### src/rtl/if_pkg.sv
// Shared definitions for the instruction-fetch next-PC logic.
//   IF_XLEN / IF_NSRC     default PC width and redirect-source count
//   IF_RESET_PC           default PC after reset
//   IF_TRAP_VEC           default misalignment trap target
//   SRC_EX_TA/ALU/ID_TA   redirect source indices (0 = highest priority)
//   if_pend_t             pending-redirect entry {target, src} at default widths
//   src_width()           index width for an N-source encoder (minimum 1 bit)
package if_pkg;

  localparam int unsigned IF_XLEN = 32;
  localparam int unsigned IF_NSRC = 3;

  localparam logic [IF_XLEN-1:0] IF_RESET_PC = '0;
  localparam logic [IF_XLEN-1:0] IF_TRAP_VEC = '0;

  localparam int unsigned SRC_EX_TA  = 0;
  localparam int unsigned SRC_EX_ALU = 1;
  localparam int unsigned SRC_ID_TA  = 2;

  function automatic int unsigned src_width(input int unsigned n);
    return (n > 1) ? $clog2(n) : 1;
  endfunction

  localparam int unsigned IF_SRC_W = src_width(IF_NSRC);

  typedef struct packed {
    logic [IF_XLEN-1:0]  target;
    logic [IF_SRC_W-1:0] src;
  } if_pend_t;

endpackage

### src/rtl/if_redir_prio_enc.sv
// Fixed-priority encoder over the redirect request vector.
//   req   in   NSRC   per-source request bits
//   any   out  1      at least one request asserted
//   idx   out  SW     lowest asserted index (0 when none)
module if_redir_prio_enc
  import if_pkg::*;
#(
  parameter int unsigned NSRC = IF_NSRC,
  parameter int unsigned SW   = src_width(NSRC)
) (
  input  logic [NSRC-1:0] req,
  output logic            any,
  output logic [SW-1:0]   idx
);

  always_comb begin
    any = 1'b0;
    idx = '0;
    for (int unsigned i = 0; i < NSRC; i++) begin
      if (req[i] && !any) begin
        any = 1'b1;
        idx = SW'(i);
      end
    end
  end

endmodule

### src/rtl/if_next_pc_unit.sv
// Fetch-stage PC register and next-PC selection.
//   clk, rst_n     rising-edge clock, asynchronous active-low reset
//   stall          hold PC this cycle; redirects arriving meanwhile are buffered
//   redir_valid    per-source redirect request (index 0 = highest priority)
//   redir_target   source i target at [i*XLEN +: XLEN]
//   pc             current fetch PC (registered)
//   pc_plus        pc + INC, combinational, wraps modulo 2^XLEN
//   redir_taken    PC was loaded from a redirect on the last edge
//   redir_src      index of the last applied redirect source
//   pend_valid     one-entry pending-redirect buffer occupied
//   misalign       one-cycle trap flag for a misaligned redirect target
// Optional feature: define IF_PC_MISALIGN_TRAP_EN to divert misaligned redirect
// targets to TRAP_VEC and raise misalign; otherwise targets load verbatim and
// misalign is constant 0.
module if_next_pc_unit
  import if_pkg::*;
#(
  parameter int unsigned        XLEN     = IF_XLEN,
  parameter int unsigned        NSRC     = IF_NSRC,
  parameter int unsigned        INC      = 4,
  parameter logic [XLEN-1:0]    RESET_PC = XLEN'(IF_RESET_PC),
  parameter logic [XLEN-1:0]    TRAP_VEC = XLEN'(IF_TRAP_VEC),
  localparam int unsigned       SW       = src_width(NSRC)
) (
  input  logic                 clk,
  input  logic                 rst_n,
  input  logic                 stall,
  input  logic [NSRC-1:0]      redir_valid,
  input  logic [NSRC*XLEN-1:0] redir_target,
  output logic [XLEN-1:0]      pc,
  output logic [XLEN-1:0]      pc_plus,
  output logic                 redir_taken,
  output logic [SW-1:0]        redir_src,
  output logic                 pend_valid,
  output logic                 misalign
);

  typedef struct packed {
    logic [XLEN-1:0] target;
    logic [SW-1:0]   src;
  } pend_t;

  logic [XLEN-1:0] pc_q, pc_d;
  logic            taken_q, taken_d;
  logic [SW-1:0]   src_q, src_d;
  logic            pend_valid_q, pend_valid_d;
  pend_t           pend_q, pend_d;

  logic            win_valid;
  logic [SW-1:0]   win_idx;
  logic [XLEN-1:0] tgt_arr [NSRC];
  logic [XLEN-1:0] win_tgt;

  logic            cand_valid;
  logic [XLEN-1:0] cand_tgt;
  logic [SW-1:0]   cand_src;
  logic            cand_bad;

  if_redir_prio_enc #(
    .NSRC (NSRC),
    .SW   (SW)
  ) u_prio (
    .req (redir_valid),
    .any (win_valid),
    .idx (win_idx)
  );

  always_comb begin
    for (int unsigned i = 0; i < NSRC; i++) begin
      tgt_arr[i] = redir_target[i*XLEN +: XLEN];
    end
  end

  assign win_tgt = tgt_arr[win_idx];
  assign pc_plus = pc_q + XLEN'(INC);

  // A buffered redirect survives a new request only when the new source has
  // strictly lower priority (larger index); ties go to the newer request.
  always_comb begin
    cand_valid = 1'b0;
    cand_tgt   = '0;
    cand_src   = '0;
    if (pend_valid_q && (!win_valid || (win_idx > pend_q.src))) begin
      cand_valid = 1'b1;
      cand_tgt   = pend_q.target;
      cand_src   = pend_q.src;
    end else if (win_valid) begin
      cand_valid = 1'b1;
      cand_tgt   = win_tgt;
      cand_src   = win_idx;
    end
  end

`ifdef IF_PC_MISALIGN_TRAP_EN
  assign cand_bad = cand_valid && ((cand_tgt % XLEN'(INC)) != '0);
`else
  assign cand_bad = 1'b0;
`endif

  always_comb begin
    pc_d         = pc_q;
    taken_d      = 1'b0;
    src_d        = src_q;
    pend_valid_d = pend_valid_q;
    pend_d       = pend_q;
    if (!stall) begin
      pend_valid_d = 1'b0;
      taken_d      = cand_valid;
      if (cand_valid) begin
        pc_d  = cand_bad ? TRAP_VEC : cand_tgt;
        src_d = cand_src;
      end else begin
        pc_d  = pc_plus;
      end
    end else if (cand_valid) begin
      pend_valid_d  = 1'b1;
      pend_d.target = cand_tgt;
      pend_d.src    = cand_src;
    end
  end

  always_ff @(posedge clk or negedge rst_n) begin
    if (!rst_n) begin
      pc_q         <= RESET_PC;
      taken_q      <= 1'b0;
      src_q        <= '0;
      pend_valid_q <= 1'b0;
      pend_q       <= '0;
    end else begin
      pc_q         <= pc_d;
      taken_q      <= taken_d;
      src_q        <= src_d;
      pend_valid_q <= pend_valid_d;
      pend_q       <= pend_d;
    end
  end

`ifdef IF_PC_MISALIGN_TRAP_EN
  logic misalign_q;

  always_ff @(posedge clk or negedge rst_n) begin
    if (!rst_n) begin
      misalign_q <= 1'b0;
    end else begin
      misalign_q <= !stall && cand_bad;
    end
  end

  assign misalign = misalign_q;
`else
  assign misalign = 1'b0;
`endif

  assign pc          = pc_q;
  assign redir_taken = taken_q;
  assign redir_src   = src_q;
  assign pend_valid  = pend_valid_q;

endmodule

### config.mk
export PLATFORM = sky130hd
export DESIGN_NAME = if_next_pc_unit
export DESIGN_NICKNAME = d
export VERILOG_FILES = /design/src/rtl/if_pkg.sv /design/src/rtl/if_redir_prio_enc.sv /design/src/rtl/if_next_pc_unit.sv
export SDC_FILE = /design/constraint.sdc
export NUM_CORES = 1
export LEC_CHECK = 0
export ABC_AREA = 0
export BUFFER_PORTS_ARGS = -buffer_cell sky130_fd_sc_hd__buf_2
export CAP_MARGIN = 10
export CELL_PAD_IN_SITES_DETAIL_PLACEMENT = 1
export CELL_PAD_IN_SITES_GLOBAL_PLACEMENT = 1
export CORE_MARGIN = 10
export CORE_UTILIZATION = 37
export CTS_CLUSTER_DIAMETER = 120
export DETAILED_ROUTE_END_ITERATION = 16
export GPL_TIMING_DRIVEN = 0
export PLACE_DENSITY = 0.89
export SLEW_MARGIN = 0
export SYNTH_ARGS = -nofsm -noshare
export SYNTH_HDL_FRONTEND = slang
export SYNTH_SLANG_ARGS = --single-unit
### constraint.sdc
create_clock -name clk -period 3 [get_ports clk]
set_input_delay 0.15 -clock clk [delete_from_list [all_inputs] [get_ports clk]]
set_output_delay 0.15 -clock clk [all_outputs]
set_load 0.02 [all_outputs]
==> metrics.yaml, run 1 <==
outcome:
  status: "complete, no violations"
worst_setup_path:
  r2r_start: "pend_valid"
  crit_chain: "buf_2 > nand4_2 > nor4_4 > or4b_1 > xnor2_1 > buf_2"
  arrival_ns: 2.68
  critPathMaxFanout: 9
  path_common_cell: "buf_2"
  crit_type: "flop to output pin"
  crit_path_max_incr_delay_ns: 0.62
  r2r_setup_slack_ns: 0.48
  critPathSlowestCell: "nor4_4"
  required_ns: 2.85
  cp-end-kind: "output pin"
  worstReg2RegEnd: "pc[3]"
  startpoint_type: "flop"
  r2r_cells: 8
routing:
  dr_total_vias: 5671
  drc: 0
  wl_met1_microns: 9020
  wl_per_cell_microns: 23.0
  top_layer_used: "met4"
  viasPerCell: 6.05
  drtIter0Drc: 432
  drt-pass1-iter-count: 5
  drt-total-wl_microns: 21500
  ant_nets: 0
  wl_met2_microns: 10200
  wl_met3_microns: 1960
timing:
  rsz0062_at_grt: "no"
  worst_slack_ns: 0.171
  final_hold_viol_count: 0
  finalCritPeriodShare_pct: 94.3
  fin_worst_skew_ns: 0.00716
  whs_ns: 0.262
  setup_violations: 0
  relSlewSlack_pct: 43.5
  fin_setup_tns_ns: 0
  slew_viol_final: 0
  fmax_ghz: 0.354
  tightest_slew_ns: 0.840
  min_period_ns: 2.83
cts:
  insertion_delay_ns: 0.34
  numCtsBuffers: 9
  clockRootBuffer: "clkbuf_16"
  clk_pin_slew_ns: 0.06
  htree_levels: 3
  clk_path_buf_depth: 2
  cts_sinks: 70
  cts_tree: "yes"
worst_hold_path:
  min_to: "pend_q[3]"
  hp-start: "redir_target[33]"
  hold_class: "input port to flop"
  hold_path_depth: 4
floorplan:
  die_y_microns: 135
  design.core.area_sq_um: 12800
  start_util_pct: 38.2
  die_w_microns: 135
  dieArea_sq_um: 18200
  design.portCount: 171
  fp-row-count: 41
placement:
  port_buffers: 168
  gp_congestion: 0.970
  place_area_sq_um: 5960
  dpl.hpwl_microns: 16900
  post-place-ws_ns: -0.774
grt:
  grt_max_degree: 71
  grt_first_pass_wirelength_microns: 33800
  grt_use_total_pct: 23.2
  first_global_vias: 6085
  grt-ovfl-total: 0
  grt_antenna_before_repair: 0
yosys:
  yosys.cell_types.count: 57
  synth_top_area_share_pct: 35.9
  yosysWarningCount: 0
  synth_edf_count: 0
  syn_area_per_cell_sq_um: 8.43
  yosys-top-cells-area: "dfrtp_1, a22oi_1, o21ai_0"
  yosysSeqAreaShare_pct: 35.9
  syn_nets: 683
  async_flop_share_pct: 100
  synthFlopType: "dfrtp_1"
  syn_area_sq_um: 4870
  ys_ff_latch: 70
  yosys.area.top_type: "dfrtp_1"
  syn_inst: 578
pwr:
  swShare_pct: 40.2
  p_int_w: 0.00226
  pwr-share-seq_pct: 35.7
  clkPwrFrac_pct: 27.7
  p_total_w: 0.00378
  peakVddDrop_mv: 0.294
  power_frac_comb_pct: 36.6
  leakage_nw: 2.81
  switchingPower_w: 0.00152
  powerDensity_nw_per_um2: 602
cells_and_area:
  fill_cells: 1599
  syn_to_final_growth_pct: 28.8
  seq_area_sq_um: 1750
  nets: 865
  multi_input_area_sq_um: 2830
  n_antenna_cell: 0
  layout-drive-gt1-share_pct: 29.8
  stdcell_area_sq_um: 6280
flow_run:
  cap_violations: 0
[kinds of logic (layout without fill, tap and decap cells)]
group                    Yosys count  in the layout  share of synthesized area (%)
AO/OA/AOI/OAI                    195            195                           26.8
XOR/XNOR                          28             28                           5.03
adder cells (fa/ha/maj)            3              3                          0.770
buffers and inverters             72            259                           6.01
flip-flops                        70             70                           35.9
multiplexers                      19             19                           4.34
other                              1              1                         0.0769
AND/OR/NAND/NOR                  190            190                           21.0
[worst max-delay path: cells and delay by family (launching register included)]
family	cells	cell delay (ns)
xor+xnor	1	0.14
buf+inv	2	0.39
flops	1	0.36
simple gates	3	1.44
[per-layer routing]
layer | vias up | track usage [%]
li1 | 2515 | -
met1 | 2843 | 28.9
met2 | 284 | 38.5
met3 | 29 | 6.86
met4 | 0 | 5.26
met5 | - | 0
[power groups by stage]
stage / clock network [W] / registers [W] / logic [W]
3_3_place_gp: 0 / 0.00133 / 0.00130
6_report: 0.00105 / 0.00135 / 0.00138
2_1_floorplan: 0 / 0.00141 / 0.000726
5_1_grt: 0.00109 / 0.00137 / 0.00150
3_5_place_dp: 0 / 0.00136 / 0.00136
4_1_cts: 0.00105 / 0.00134 / 0.00138
[state kept, by name, indices dropped and copies added, names as in the netlist]
name,cells
pc,32
pend_valid,1
redir_taken,1
redir_src,2
pend_q,34
[worst max path at each step]
stage / startpoint / end / cells after the start
after CTS: redir_valid[0] / pc[30] / 12
after global placement: redir_valid[2] / pc[2] / 12
after global routing: pc[2] / pc_plus[20] / 6
after detailed placement: redir_valid[2] / pc[2] / 12
after floorplan: redir_valid[2] / pc[20] / 12
final: pc[9] / pc_plus[20] / 6
[synthesized netlist by cell type, drive strengths merged, types with 2 or more instances]
master,number
dfrtp,70
nand2,54
o21ai,53
a22oi,39
clkbuf,37
a21oi,35
nor2,35
nor2b,24
xnor2,22
inv,21
mux2,17
a221oi,16
nand3,14
nand4,14
nor3,14
buf,13
o221ai,12
and3,8
or4,8
a2bb2oi,7
a32o,6
o211ai,6
xor2,6
a31oi,5
nor4,5
a211oi,3
and2,3
ha,3
or3,3
a22o,2
a32oi,2
and4,2
mux2i,2
o21a,2
o22ai,2
[layout by cell type, fill, tap and decap left out, types with 7 or more instances in the layout]
| cell | synthesis | layout |
|---|---|---|
| a21oi_1 | 35 | 35 |
| a221oi_1 | 16 | 16 |
| a22oi_1 | 39 | 39 |
| a2bb2oi_1 | 7 | 7 |
| and3_1 | 8 | 8 |
| buf_2 | 8 | 176 |
| clkbuf_1 | 36 | 34 |
| clkbuf_16 | 0 | 9 |
| dfrtp_1 | 70 | 70 |
| inv_1 | 21 | 21 |
| mux2_2 | 17 | 17 |
| nand2_1 | 54 | 54 |
| nand3_1 | 13 | 13 |
| nand4_1 | 12 | 12 |
| nor2_1 | 35 | 35 |
| nor2b_1 | 24 | 24 |
| nor3_1 | 11 | 10 |
| o21ai_0 | 53 | 53 |
| o221ai_1 | 12 | 12 |
| or4_1 | 8 | 8 |
| xnor2_1 | 22 | 22 |
[metrics by stage]
stage	std cells	util (%)
after floorplan	578	-
after global placement	918	46.4
after detailed placement	919	46.7
after CTS	937	49.1
after global routing	937	49.1
final	937	49.1
[area by class of cell]
class	instances	area share, %
clock inverters	3	0.279
plain buffers	49	3.35
flip-flops and latches	70	27.9
multi-input cells	436	45.1
repair buffers	172	14.3
clock buffers	13	4.31
well taps	172	3.43
inverters	22	1.32
[timing repair]
action / CTS / global route
setup endpoints to repair: 58 / 42
pin swaps: 1 / 0
hold buffers: 1 / 0
setup buffers: 2 / 0
hold endpoints to repair: 70 / 0
resized for setup: 1 / 5
Power figures use the tool's default switching activity.
==> run 2, diff against run 1 <==
ABC_AREA = 1   (was 0)
CORE_UTILIZATION = 35   (was 37)
==> run 2 against run 1 <==
Compared with the run above:
- core utilization fell by 4.2 points
- die area rose by 8.9%
- area after synthesis rose by 4.5%
- global-route usage fell by 2.3 points
- combinational power rose by 17%
- first-iteration DRC count fell by 23%
- critical path type unchanged
- critical endpoint is now pc_plus[22]
==> metrics.yaml, run 2 <==
worst_setup_path:
  crit_type: "flop to output pin"
  critPathMaxFanout: 6
  cp_top_family: "simple AND/OR/NAND/NOR gates"
  r2r_start: "pend_q[1]"
  required_ns: 2.85
  crit_chain: "ha_1 > nand3_2 > inv_1 > nand2_2 > nor2_2 > nand2_1 > nand2_1 > nand2_1 > buf_2"
  critPathSlowestCell: "dfrtp_1"
  worstReg2RegEnd: "pc[22]"
  r2r_cells: 11
  path_common_cell: "nand2_1"
  crit_path_max_incr_delay_ns: 0.43
  critical_path_buf_inv_count: 2
  arrival_ns: 2.12
  r2r_setup_slack_ns: 1.10
  startpoint_type: "flop"
  cp-end-kind: "output pin"
yosys:
  yosys-top-cells-area: "dfrtp_1, nand2_1, nand3_1"
  synthFlopType: "dfrtp_1"
  syn_area_sq_um: 5090
  synthAdderAreaFrac_pct: 0.737
  synth.most_common_cell: "nand2_1"
  synth_edf_count: 0
  syn_inst: 824
  syn_nets: 929
  synth_top_area_share_pct: 34.4
  async_flop_share_pct: 100
  yosys.area.top_type: "dfrtp_1"
  yosys.cell_types.count: 30
  muxShareOfSynthArea_pct: 0
  syn_area_per_cell_sq_um: 6.18
  yosys.area_share.simple_pct: 46.9
  synth_top_family_by_area: "simple AND/OR/NAND/NOR gates"
  ys_ff_latch: 70
  synth-xor-area-share_pct: 1.87
  yosysWarningCount: 0
  synth_common_cells: "nand2_1, nand3_1, dfrtp_1, nor2_1, inv_1"
  synth_compound_area_share_pct: 7.17
  yosysSeqAreaShare_pct: 34.4
pwr:
  pwr-share-seq_pct: 34.5
  peakVddDrop_mv: 0.331
  powerDensity_nw_per_um2: 622
  leakage_nw: 3.59
  switchingPower_w: 0.00176
  swShare_pct: 43.8
  power_frac_comb_pct: 40.2
  clkPwrFrac_pct: 25.3
  p_total_w: 0.00403
  p_int_w: 0.00226
cells_and_area:
  n_antenna_cell: 0
  largest_register_ffs: 34
  layout_common_cells: "nand2_1, buf_2, nand3_1"
  final_common_cell: "nand2_1"
  nets: 1111
  layout-drive-gt1-share_pct: 24.8
  stdcell_area_sq_um: 6480
  syn_to_final_growth_pct: 27.2
  top_register: "pend_q"
floorplan:
  fp-row-count: 44
  die_w_microns: 141
  design.portCount: 171
  die_y_microns: 141
  dieArea_sq_um: 19800
  design.core.area_sq_um: 14400
  start_util_pct: 35.3
worst_hold_path:
  hold_class: "input port to flop"
  min_to: "pend_q[18]"
  hold_path_depth: 5
  hp-start: "redir_target[80]"
cts:
  clk_pin_slew_ns: 0.06
  htree_levels: 3
  post-cts-setup-buffer-count: 0
  numCtsBuffers: 9
  insertion_delay_ns: 0.34
  clockRootBuffer: "clkbuf_16"
  cts_tree: "yes"
  clk_path_buf_depth: 2
  cts_sinks: 70
timing:
  fin_worst_skew_ns: 0.00595
  rsz0062_at_grt: "no"
  fmax_ghz: 0.441
  slew_viol_final: 0
  final_hold_viol_count: 0
  tightest_slew_ns: 0.527
  fin_setup_tns_ns: 0
  setup_violations: 0
  finalCritPeriodShare_pct: 75.6
  relSlewSlack_pct: 64.9
  min_period_ns: 2.27
routing:
  drt-pass1-iter-count: 4
  dr_total_vias: 6155
  viasPerCell: 5.15
  drt-total-wl_microns: 20900
  ant_nets: 0
  wl_per_cell_microns: 17.5
  drc: 0
  drtIter0Drc: 334
flow_run:
  cap_violations: 0
grt:
  first_global_vias: 6610
  grt-ovfl-total: 0
  grt_max_degree: 41
  grt_antenna_before_repair: 0
  grt_first_pass_wirelength_microns: 33800
  grt_use_total_pct: 20.9
outcome:
  status: "complete, no violations"
placement:
  place_area_sq_um: 6190
  dpl.hpwl_microns: 16700
  port_buffers: 169
  gp_congestion: 0.912
-- run 2: changes by cell type after synthesis, moves of 16 or more --
| cell | before | now |
|---|---|---|
| xnor2_1 | 22 | 4 |
| a21oi_1 | 35 | 0 |
| inv_1 | 21 | 53 |
| nor2b_1 | 24 | 0 |
| a31oi_1 | 5 | 32 |
| buf_2 | 8 | 27 |
| nand3_1 | 13 | 90 |
| a221oi_1 | 16 | 0 |
| o21ai_0 | 53 | 8 |
| clkbuf_1 | 36 | 6 |
| nand2_1 | 54 | 391 |
| mux2_2 | 17 | 0 |
| a22oi_1 | 39 | 6 |
| nor2_1 | 35 | 67 |
-- run 2: cell families (layout without fill, tap and decap cells) --
group / after synthesis / count (layout)
AOI/OAI and AO/OA: 58 / 58
xor gates and xnor gates: 10 / 10
adders and majority gates: 3 / 3
buffers and inverters: 103 / 290
DFF: 70 / 70
other: 1 / 1
and+or+nand+nor: 579 / 579
-- run 2: power groups by stage --
stage                     Clock, W  Sequential [W]  Combinational, W
after floorplan                  0         0.00147          0.000886
after global placement           0         0.00138           0.00156
after detailed placement         0         0.00140           0.00161
final                      0.00102         0.00139           0.00162
after global routing       0.00107         0.00143           0.00179
after CTS                  0.00103         0.00139           0.00163
-- run 2: worst max-delay path by stage --
| stage | from | depth (start not counted) | slack [ns] | endpoint |
|---|---|---|---|---|
| after floorplan | pc[3] | 7 | 1.23 | pc[16] |
| after global placement | redir_valid[1] | 15 | 0.78 | pc[16] |
| after detailed placement | redir_valid[1] | 14 | 0.67 | pc[22] |
| after CTS | pc[2] | 9 | 0.75 | pc_plus[22] |
| after global routing | pc[2] | 9 | 0.56 | pc_plus[22] |
| final | pc[2] | 9 | 0.73 | pc_plus[22] |
-- run 2: area by class of cell --
| type | count | area (sq um) |
|---|---|---|
| Fill cell | 2039 | 7940 |
| Multi-Input combinational cell | 651 | 2890 |
| Sequential cell | 70 | 1750 |
| Timing Repair Buffer | 171 | 878 |
| Clock buffer | 11 | 243 |
| Tap cell | 184 | 230 |
| Buffer | 43 | 229 |
| Inverter | 60 | 225 |
| Clock inverter | 5 | 33.8 |
-- run 2: stage by stage --
stage	setup WS [ns]	utilization, %	hold slack (ns)	instances
after global routing	0.562	44.9	0.258	1195
final	0.733	44.9	0.214	1195
after floorplan	1.23	-	-0.146	824
after global placement	0.784	42.8	0.462	1177
after detailed placement	0.673	42.9	0.127	1178
after CTS	0.750	44.9	0.218	1195
-- run 2: worst min-delay path, stage by stage --
cell	delay, ns
buf_2	0.10
nand3_1	0.07
nand2_1	0.05
nand2_1	0.08
a31oi_1	0.07
-- run 2: timing repair --
item	CTS	global route
hold buffers	1	0
endpoints found under the hold margin	30	0
resized for setup	0	0
-- run 2: metal layers --
layer / vias to the layer above / track usage, % / part of all wire, %
li1: 2957 / - / -
met1: 2973 / 24.8 / 42
met2: 187 / 36.4 / 49
met3: 38 / 5.17 / 5.7
met4: 0 / 6.20 / 2.3
met5: - / 0 / 0
